--- src/rtl/mult_div_if.sv ---
// Handshake and data bundle between the control path and the multiply/divide unit.
// The control path is the master; the unit is the slave.
interface mult_div_if #(
    parameter int WIDTH = 32
);
    logic             start;
    logic [1:0]       op;
    logic [WIDTH-1:0] rs_data;
    logic [WIDTH-1:0] rt_data;
    logic             hi_we;
    logic             lo_we;
    logic [WIDTH-1:0] mt_data;
    logic             busy;
    logic             done;
    logic [WIDTH-1:0] hi;
    logic [WIDTH-1:0] lo;

    modport master (
        output start, op, rs_data, rt_data, hi_we, lo_we, mt_data,
        input  busy, done, hi, lo
    );

    modport slave (
        input  start, op, rs_data, rt_data, hi_we, lo_we, mt_data,
        output busy, done, hi, lo
    );
endinterface

--- src/rtl/mult_div_unit.sv ---
// Iterative one-bit-per-cycle multiply (shift-add) and divide (restoring) unit
// with architectural HI/LO registers and MTHI/MTLO write ports.
module mult_div_unit #(
    parameter int WIDTH = 32
) (
    input  logic       clk,
    input  logic       reset,
    mult_div_if.slave  bus,
    output logic [1:0] state_o
);
    // Handshake: start is a request taken only in IDLE (no queueing); busy marks
    // the WIDTH iteration cycles; done is a one-cycle pulse with HI/LO updated.
    typedef enum logic [1:0] {
        S_IDLE = 2'd0,
        S_RUN  = 2'd1,
        S_DONE = 2'd2
    } state_t;

    localparam int CW = (WIDTH > 1) ? $clog2(WIDTH) : 1;

    state_t             state_q, state_d;
    logic [CW-1:0]      cnt_q, cnt_d;
    logic               is_div_q;
    logic               neg_a_q, neg_b_q, div_zero_q;
    logic [WIDTH-1:0]   opnd_q, rs_q;
    logic [2*WIDTH-1:0] acc_q, acc_d;
    logic [WIDTH-1:0]   hi_q, hi_d, lo_q, lo_d;

    logic             accept;
    logic             rs_neg, rt_neg;
    logic [WIDTH-1:0] rs_mag, rt_mag;

    assign accept = (state_q == S_IDLE) && bus.start;
    assign rs_neg = bus.op[0] & bus.rs_data[WIDTH-1];
    assign rt_neg = bus.op[0] & bus.rt_data[WIDTH-1];
    assign rs_mag = rs_neg ? -bus.rs_data : bus.rs_data;
    assign rt_mag = rt_neg ? -bus.rt_data : bus.rt_data;

    // Multiply: accumulator holds {partial product, remaining multiplier bits}.
    logic [WIDTH:0]     mul_sum;
    logic [2*WIDTH-1:0] mul_next;
    assign mul_sum  = {1'b0, acc_q[2*WIDTH-1:WIDTH]} + {1'b0, (acc_q[0] ? opnd_q : '0)};
    assign mul_next = {mul_sum, acc_q[WIDTH-1:1]};

    // Divide: accumulator holds {partial remainder, dividend bits / quotient bits}.
    logic [WIDTH:0]     div_shift;
    logic [WIDTH+1:0]   div_diff;
    logic               q_bit;
    logic [WIDTH-1:0]   rem_new;
    logic [2*WIDTH-1:0] div_next;
    assign div_shift = {acc_q[2*WIDTH-1:WIDTH], acc_q[WIDTH-1]};
    assign div_diff  = {1'b0, div_shift} - {2'b00, opnd_q};
    assign q_bit     = ~div_diff[WIDTH+1];
    assign rem_new   = q_bit ? div_diff[WIDTH-1:0] : div_shift[WIDTH-1:0];
    assign div_next  = {rem_new, acc_q[WIDTH-2:0], q_bit};

    assign acc_d = is_div_q ? div_next : mul_next;

    // Sign fix-up applied to the last iteration's value on the RUN->DONE edge.
    logic [2*WIDTH-1:0] prod_fix;
    logic [WIDTH-1:0]   quo_fix, rem_fix, res_hi, res_lo;
    assign prod_fix = (neg_a_q ^ neg_b_q) ? -acc_d : acc_d;
    assign quo_fix  = (neg_a_q ^ neg_b_q) ? -acc_d[WIDTH-1:0] : acc_d[WIDTH-1:0];
    assign rem_fix  = neg_a_q ? -acc_d[2*WIDTH-1:WIDTH] : acc_d[2*WIDTH-1:WIDTH];

    always_comb begin
        res_hi = prod_fix[2*WIDTH-1:WIDTH];
        res_lo = prod_fix[WIDTH-1:0];
        if (is_div_q) begin
            if (div_zero_q) begin
                res_hi = rs_q;
                res_lo = '1;
            end else begin
                res_hi = rem_fix;
                res_lo = quo_fix;
            end
        end
    end

    always_comb begin
        state_d = state_q;
        cnt_d   = cnt_q;
        hi_d    = hi_q;
        lo_d    = lo_q;
        case (state_q)
            S_IDLE: begin
                if (bus.start) begin
                    state_d = S_RUN;
                    cnt_d   = '0;
                end
            end
            S_RUN: begin
                cnt_d = cnt_q + 1'b1;
                if (cnt_q == CW'(WIDTH - 1)) begin
                    state_d = S_DONE;
                    hi_d    = res_hi;
                    lo_d    = res_lo;
                end
            end
            S_DONE:  state_d = S_IDLE;
            default: state_d = S_IDLE;
        endcase
        if (state_q != S_RUN) begin
            if (bus.hi_we) hi_d = bus.mt_data;
            if (bus.lo_we) lo_d = bus.mt_data;
        end
    end

    always_ff @(posedge clk) begin
        if (reset) begin
            state_q <= S_IDLE;
            cnt_q   <= '0;
            hi_q    <= '0;
            lo_q    <= '0;
        end else begin
            state_q <= state_d;
            cnt_q   <= cnt_d;
            hi_q    <= hi_d;
            lo_q    <= lo_d;
        end
    end

    // Operand latch; no reset needed since it is only read in RUN.
    always_ff @(posedge clk) begin
        if (accept) begin
            is_div_q   <= bus.op[1];
            rs_q       <= bus.rs_data;
            div_zero_q <= (bus.rt_data == '0);
            neg_a_q    <= rs_neg;
            neg_b_q    <= rt_neg;
            if (bus.op[1]) begin
                opnd_q <= rt_mag;
                acc_q  <= {{WIDTH{1'b0}}, rs_mag};
            end else begin
                opnd_q <= rs_mag;
                acc_q  <= {{WIDTH{1'b0}}, rt_mag};
            end
        end else if (state_q == S_RUN) begin
            acc_q <= acc_d;
        end
    end

    assign bus.busy = (state_q == S_RUN);
    assign bus.done = (state_q == S_DONE);
    assign bus.hi   = hi_q;
    assign bus.lo   = lo_q;
    assign state_o  = state_q;
endmodule

--- src/flat_wrapper.sv ---
// flat-port wrapper written by rule: the top's interface ports become plain ports
module mult_div_unit_flat 
#(
    parameter int WIDTH = 32
)
  (clk, reset, state_o, bus_start, bus_op, bus_rs_data, bus_rt_data, bus_hi_we, bus_lo_we, bus_mt_data, bus_busy, bus_done, bus_hi, bus_lo);
  mult_div_if #(.WIDTH(WIDTH)) bus_i ();
  input  logic clk;
  input  logic reset;
  output logic [1:0] state_o;
  input wire logic [$bits(bus_i.start)-1:0] bus_start;
  input wire logic [$bits(bus_i.op)-1:0] bus_op;
  input wire logic [$bits(bus_i.rs_data)-1:0] bus_rs_data;
  input wire logic [$bits(bus_i.rt_data)-1:0] bus_rt_data;
  input wire logic [$bits(bus_i.hi_we)-1:0] bus_hi_we;
  input wire logic [$bits(bus_i.lo_we)-1:0] bus_lo_we;
  input wire logic [$bits(bus_i.mt_data)-1:0] bus_mt_data;
  output wire logic [$bits(bus_i.busy)-1:0] bus_busy;
  output wire logic [$bits(bus_i.done)-1:0] bus_done;
  output wire logic [$bits(bus_i.hi)-1:0] bus_hi;
  output wire logic [$bits(bus_i.lo)-1:0] bus_lo;
  assign bus_i.start = bus_start;
  assign bus_i.op = bus_op;
  assign bus_i.rs_data = bus_rs_data;
  assign bus_i.rt_data = bus_rt_data;
  assign bus_i.hi_we = bus_hi_we;
  assign bus_i.lo_we = bus_lo_we;
  assign bus_i.mt_data = bus_mt_data;
  assign bus_busy = bus_i.busy;
  assign bus_done = bus_i.done;
  assign bus_hi = bus_i.hi;
  assign bus_lo = bus_i.lo;
  mult_div_unit #(.WIDTH(WIDTH)) u_core (.clk(clk), .reset(reset), .bus(bus_i), .state_o(state_o));
endmodule
--- config.mk ---
export PLATFORM = sky130hd
export DESIGN_NAME = mult_div_unit_flat
export DESIGN_NICKNAME = d
export VERILOG_FILES = /design/src/rtl/mult_div_if.sv /design/src/rtl/mult_div_unit.sv /design/src/flat_wrapper.sv
export SDC_FILE = /design/constraint.sdc
export NUM_CORES = 1
export LEC_CHECK = 0
export CELL_PAD_IN_SITES_DETAIL_PLACEMENT = 0
export CELL_PAD_IN_SITES_GLOBAL_PLACEMENT = 2
export CORE_MARGIN = 10
export CORE_UTILIZATION = 36
export DETAILED_ROUTE_END_ITERATION = 6
export PLACE_DENSITY_LB_ADDON = 0.3
export RECOVER_POWER = 100
export SYNTH_ARGS = -nofsm -noshare
export SYNTH_HDL_FRONTEND = slang
export SYNTH_SLANG_ARGS = --single-unit
--- constraint.sdc ---
create_clock -name clk -period 6.5 [get_ports clk]
set_clock_uncertainty 0.15 [all_clocks]
set_input_delay 0.975 -clock clk [delete_from_list [all_inputs] [get_ports clk]]
set_output_delay 0.975 -clock clk [all_outputs]
set_load 0.02 [all_outputs]
==> key figures <==
Outcome
  – Outcome: finished with violations
  – Failing checks: max-capacitance violations, max-slew violations

Timing
  – Count of endpoints failing hold in the final timing report: 0
  – Aggregate negative setup slack: 0 ns
  – Maximum operating frequency: around 170 MHz
  – Unrepaired setup endpoints after global routing: no
  – Number of setup violations in the final report: 0
  – Part of the cycle the worst path needs: 0.9281
  – Shortest period the worst path allows: about 6.0 ns
  – Tightest slew margin relative to the limit: -1.296
  – Pins Over Slew Limit: approximately 250
  – Worst Tran Pin Value: 3.444 ns

Pwr
  – Sw frac: 0.4488
  – Comb power frac: 0.520
  – Clock network fraction of total power: 0.212
  – Leakage power of the design: roughly 8 nW
  – Seq pwr share: 0.268
  – Worst voltage drop across the vdd grid: roughly 0.19 mV
  – Power Dens Cells: around 320 nW/um^2
  – Internal power: around 3.6 mW
  – Switching power of the nets: just under 3 mW

Layout
  – Utilization after layout: 0.4280
  – Post-route cell area: 20350 sq um
  – Final layout net count: roughly 2400
  – Ratio of cells with drive above 1 in the final layout: 0.06391
  – Synthesis-to-layout area growth: 18.04%

Drt
  – ANT nets after route: 0
  – Residual DRC count: 0
  – Wire length per cell: 25.80 um
  – Via count: ~17000
  – Number of design-rule violations left by the first detailed-router iteration: 1376
  – Drt total wl: between 70000 and 80000 um
  – Vias per inst: a little over 6
  – 1st-pass router iterations: 6

Global route
  – Initial antenna violation count: 1
  – Number of global-route vias before repair: ~17000
  – First-pass GRT wire length: approximately 110000 um
  – Total GRT Usage: 0.2483
  – Busiest grt layer: met2
  – Global routing met1 resource utilization: 0.3180
  – Met2 usage in global routing: 0.4199
  – Global-route track usage on met3: 0.02674
  – Total overflow reported by the global router: 0
  – Pin count of the biggest net entering global routing: 122

Synthesis
  – Share of flip-flops with an asynchronous set or reset after synthesis: 0
  – Post-synth EDFFs: between 100 and 150
  – Flop and latch count out of synthesis: 203
  – Ys Warns: 0
  – Mapped Cells: slightly above 2000
  – Total nets after synthesis: 2248
  – Total standard cell area after synthesis: between 15000 and 20000 sq um
  – Dominant synthesized flop cell: sky130_fd_sc_hd__edfxtp_1
  – Sequential cell area fraction in the yosys report: 0.3124
  – Post-synthesis area per instance: approximately 8.3 sq um
  – Number of distinct standard cells referenced by the synthesized netlist: 94

Worst setup path
  – Cells traversed along the worst timing path: ha_1 -> a21oi_1 -> o21ai_0 -> a221o_1 -> o21ai_2 -> a31oi_1 -> a21oi_1 -> clkbuf_1 -> nand4_1 -> nor4_1 -> a31oi_1 -> xnor2_1 -> o21ai_0 -> a2111oi_0
  – Classification of the worst setup path: register to register
  – Register-to-register setup slack: around 0.47 ns
  – Peak fanout along the critical path: 10
  – Standard cell with the maximum stage delay on the critical path: sky130_fd_sc_hd__nor4_1
  – Arr. time, crit path: roughly 6.3 ns
  – Required arrival time at the worst endpoint: between 6 and 7 ns
  – Sort of element at the end of the critical path: register
  – Startpoint types: register
  – Largest stage delay, worst path: 1.04 ns

Clock tree
  – Clock transition at the registers of the reported paths: 0.07 ns
  – Root buffer cell: sky130_fd_sc_hd__clkbuf_16
  – Post CTS Setup Buffer Count: 0
  – Skew-Pair Late Insertion Delay: between 0.5 and 0.6 ns
  – Total of hold buffers inserted after clock tree synthesis: 0
  – Maximum count of clock buffers along a single path: 3
  – Clock sink count: 203
  – Number of CTS-inserted buffers: 25
  – Maximum level of the CTS H-tree: 1
  – Number of gates given a new drive strength after cts: 0
  – TritonCTS clock tree: yes

Placed design
  – DP Wirelength: between 50000 and 60000 um
  – Placed cell areas: 19660 sq um
  – Routability congestion estimate: between 0.9 and 1
  – Count of input and output buffers: between 150 and 200

Die
  – Die extent in x: between 200 and 250 um
  – Die area: about 57000 sq um
  – Rows: 80
  – Area inside the core boundary: between 40000 and 50000 sq um
  – Starting Density: 0.3626
  – I/O Pins: about 170
  – Die Height: approximately 240 um

Run
  – Max-cap violations: 6

Hold path
  – Worst hold path class: register to register
cell usage after synthesis (9+ instances only):
master	number	area, sq um
sky130_fd_sc_hd__and2_1	51	319.1
sky130_fd_sc_hd__nor3_1	58	290.3
sky130_fd_sc_hd__or3_1	15	93.84
sky130_fd_sc_hd__o21ai_0	104	520.5
sky130_fd_sc_hd__buf_1	18	67.56
sky130_fd_sc_hd__mux2_2	9	101.4
sky130_fd_sc_hd__edfxtp_1	132	3964
sky130_fd_sc_hd__o21a_1	9	67.56
sky130_fd_sc_hd__a31oi_1	36	225.2
sky130_fd_sc_hd__nand3_1	25	125.1
sky130_fd_sc_hd__inv_1	75	281.5
sky130_fd_sc_hd__and3_1	22	137.6
sky130_fd_sc_hd__o22ai_1	66	412.9
sky130_fd_sc_hd__a211oi_1	55	412.9
sky130_fd_sc_hd__nand2_1	166	623.1
sky130_fd_sc_hd__nand2b_1	10	62.56
sky130_fd_sc_hd__o211ai_1	22	165.2
sky130_fd_sc_hd__clkbuf_1	85	319.1
sky130_fd_sc_hd__a221oi_1	9	78.83
sky130_fd_sc_hd__xor2_1	76	665.6
sky130_fd_sc_hd__nand4_1	26	162.7
sky130_fd_sc_hd__a21o_1	21	157.7
sky130_fd_sc_hd__o31ai_1	21	157.7
sky130_fd_sc_hd__or2_2	12	75.07
sky130_fd_sc_hd__xnor2_1	100	875.8
sky130_fd_sc_hd__dfxtp_1	71	1421
sky130_fd_sc_hd__mux2i_1	84	840.8
sky130_fd_sc_hd__ha_1	70	875.8
sky130_fd_sc_hd__buf_2	17	85.08
sky130_fd_sc_hd__a21oi_1	179	895.9
sky130_fd_sc_hd__nor2b_1	17	106.4
sky130_fd_sc_hd__nor2_1	204	765.7
sky130_fd_sc_hd__a2111oi_0	12	105.1
sky130_fd_sc_hd__nor4_1	21	131.4
sky130_fd_sc_hd__or4_1	9	67.56
sky130_fd_sc_hd__o21bai_1	9	67.56
registers in the layout (all words and copies together), names as in the netlist:
| signal | count |
|---|---|
| u_core.neg_a_q | 1 |
| u_core.rs_q | 32 |
| u_core.neg_b_q | 1 |
| u_core.acc_q | 64 |
| u_core.is_div_q | 1 |
| u_core.state_o | 2 |
| u_core.bus.lo | 32 |
| u_core.cnt_q | 5 |
| u_core.bus.hi | 32 |
| u_core.div_zero_q | 1 |
| u_core.opnd_q | 32 |
cells by family after synthesis:
kind of cell	Yosys count	synth area share
simple gates	674	0.1936
flops	203	0.3124
compound gates	652	0.2497
buf+inv	203	0.04718
xor+xnor	176	0.08942
mux	93	0.05465
fa+ha+maj	72	0.05313
critical path: cells and delay by family (launching register included):
| family | cells | cell delay (ns) |
|---|---|---|
| simple gates | 2 | 1.38 |
| buf+inv | 1 | 0.31 |
| fa+ha+maj | 1 | 0.46 |
| xor+xnor | 1 | 0.21 |
| compound gates | 9 | 2.93 |
| flops | 1 | 0.43 |
power by group through the flow:
stage / Sequential, mW / Combinational (mW) / Clock (mW)
after global routing: 1.75 / 3.62 / 1.44
after floorplan: 1.73 / 2.14 / 0
final: 1.74 / 3.36 / 1.37
after global placement: 1.76 / 3.35 / 0
after detailed placement: 1.76 / 3.33 / 0
after CTS: 1.73 / 3.36 / 1.39
layout by cell type, fill, tap and decap left out, drive strengths merged, types with 24 or more instances in the layout:
cell	synthesis	final
nor3	61	61
a21oi	184	184
o21ai	109	109
dfxtp	71	71
a211oi	56	56
clkbuf	85	45
o22ai	67	67
dlygate4sd3	0	103
xnor2	100	100
mux2i	84	84
xor2	76	76
clkdlybuf4s50	0	65
edfxtp	132	132
o211ai	24	24
nand3	26	26
nor2	204	204
nand2	168	168
and2	51	51
a31oi	36	36
buf	41	45
nand4	27	27
inv	75	78
ha	70	70
routing by layer:
layer,share of wire,vias to the layer above
li1,-,8023
met1,0.42,8510
met2,0.48,647
met3,0.057,132
met4,0.042,2
met5,0.00018,-
stage by stage:
stage	power (mW)	cells	hold WS, ns	setup WS (ns)
after floorplan	3.870	2073	0.2895	1.378
after global placement	5.101	2792	0.3071	0.8489
after detailed placement	5.093	2792	0.3187	0.7602
after CTS	6.484	2837	0.3272	0.7670
after global routing	6.815	2837	0.3545	0.1749
final	6.476	2838	0.3215	0.4675
worst paths after layout:
| kind | from | to | depth (start not counted) |
|---|---|---|---|
| max | u_core.acc_q[47] | u_core.bus.hi[5] | 14 |
| min | u_core.cnt_q[4] | u_core.cnt_q[4] | 2 |
| max reg2reg | u_core.acc_q[47] | u_core.bus.hi[5] | 14 |
| min reg2reg | u_core.cnt_q[4] | u_core.cnt_q[4] | 2 |
cell type report:
cell class                 instances  area (sq um)
fill                            4791         27200
multi-input combinational       1667         11040
sequential                       203          5385
timing repair buffer             230          2092
tap                              615         769.5
clock buffer                      28         646.9
inverter                          77         290.3
clock inverter                    17         126.4
antenna                            1         2.502
(Power assumes the default switching activity.)
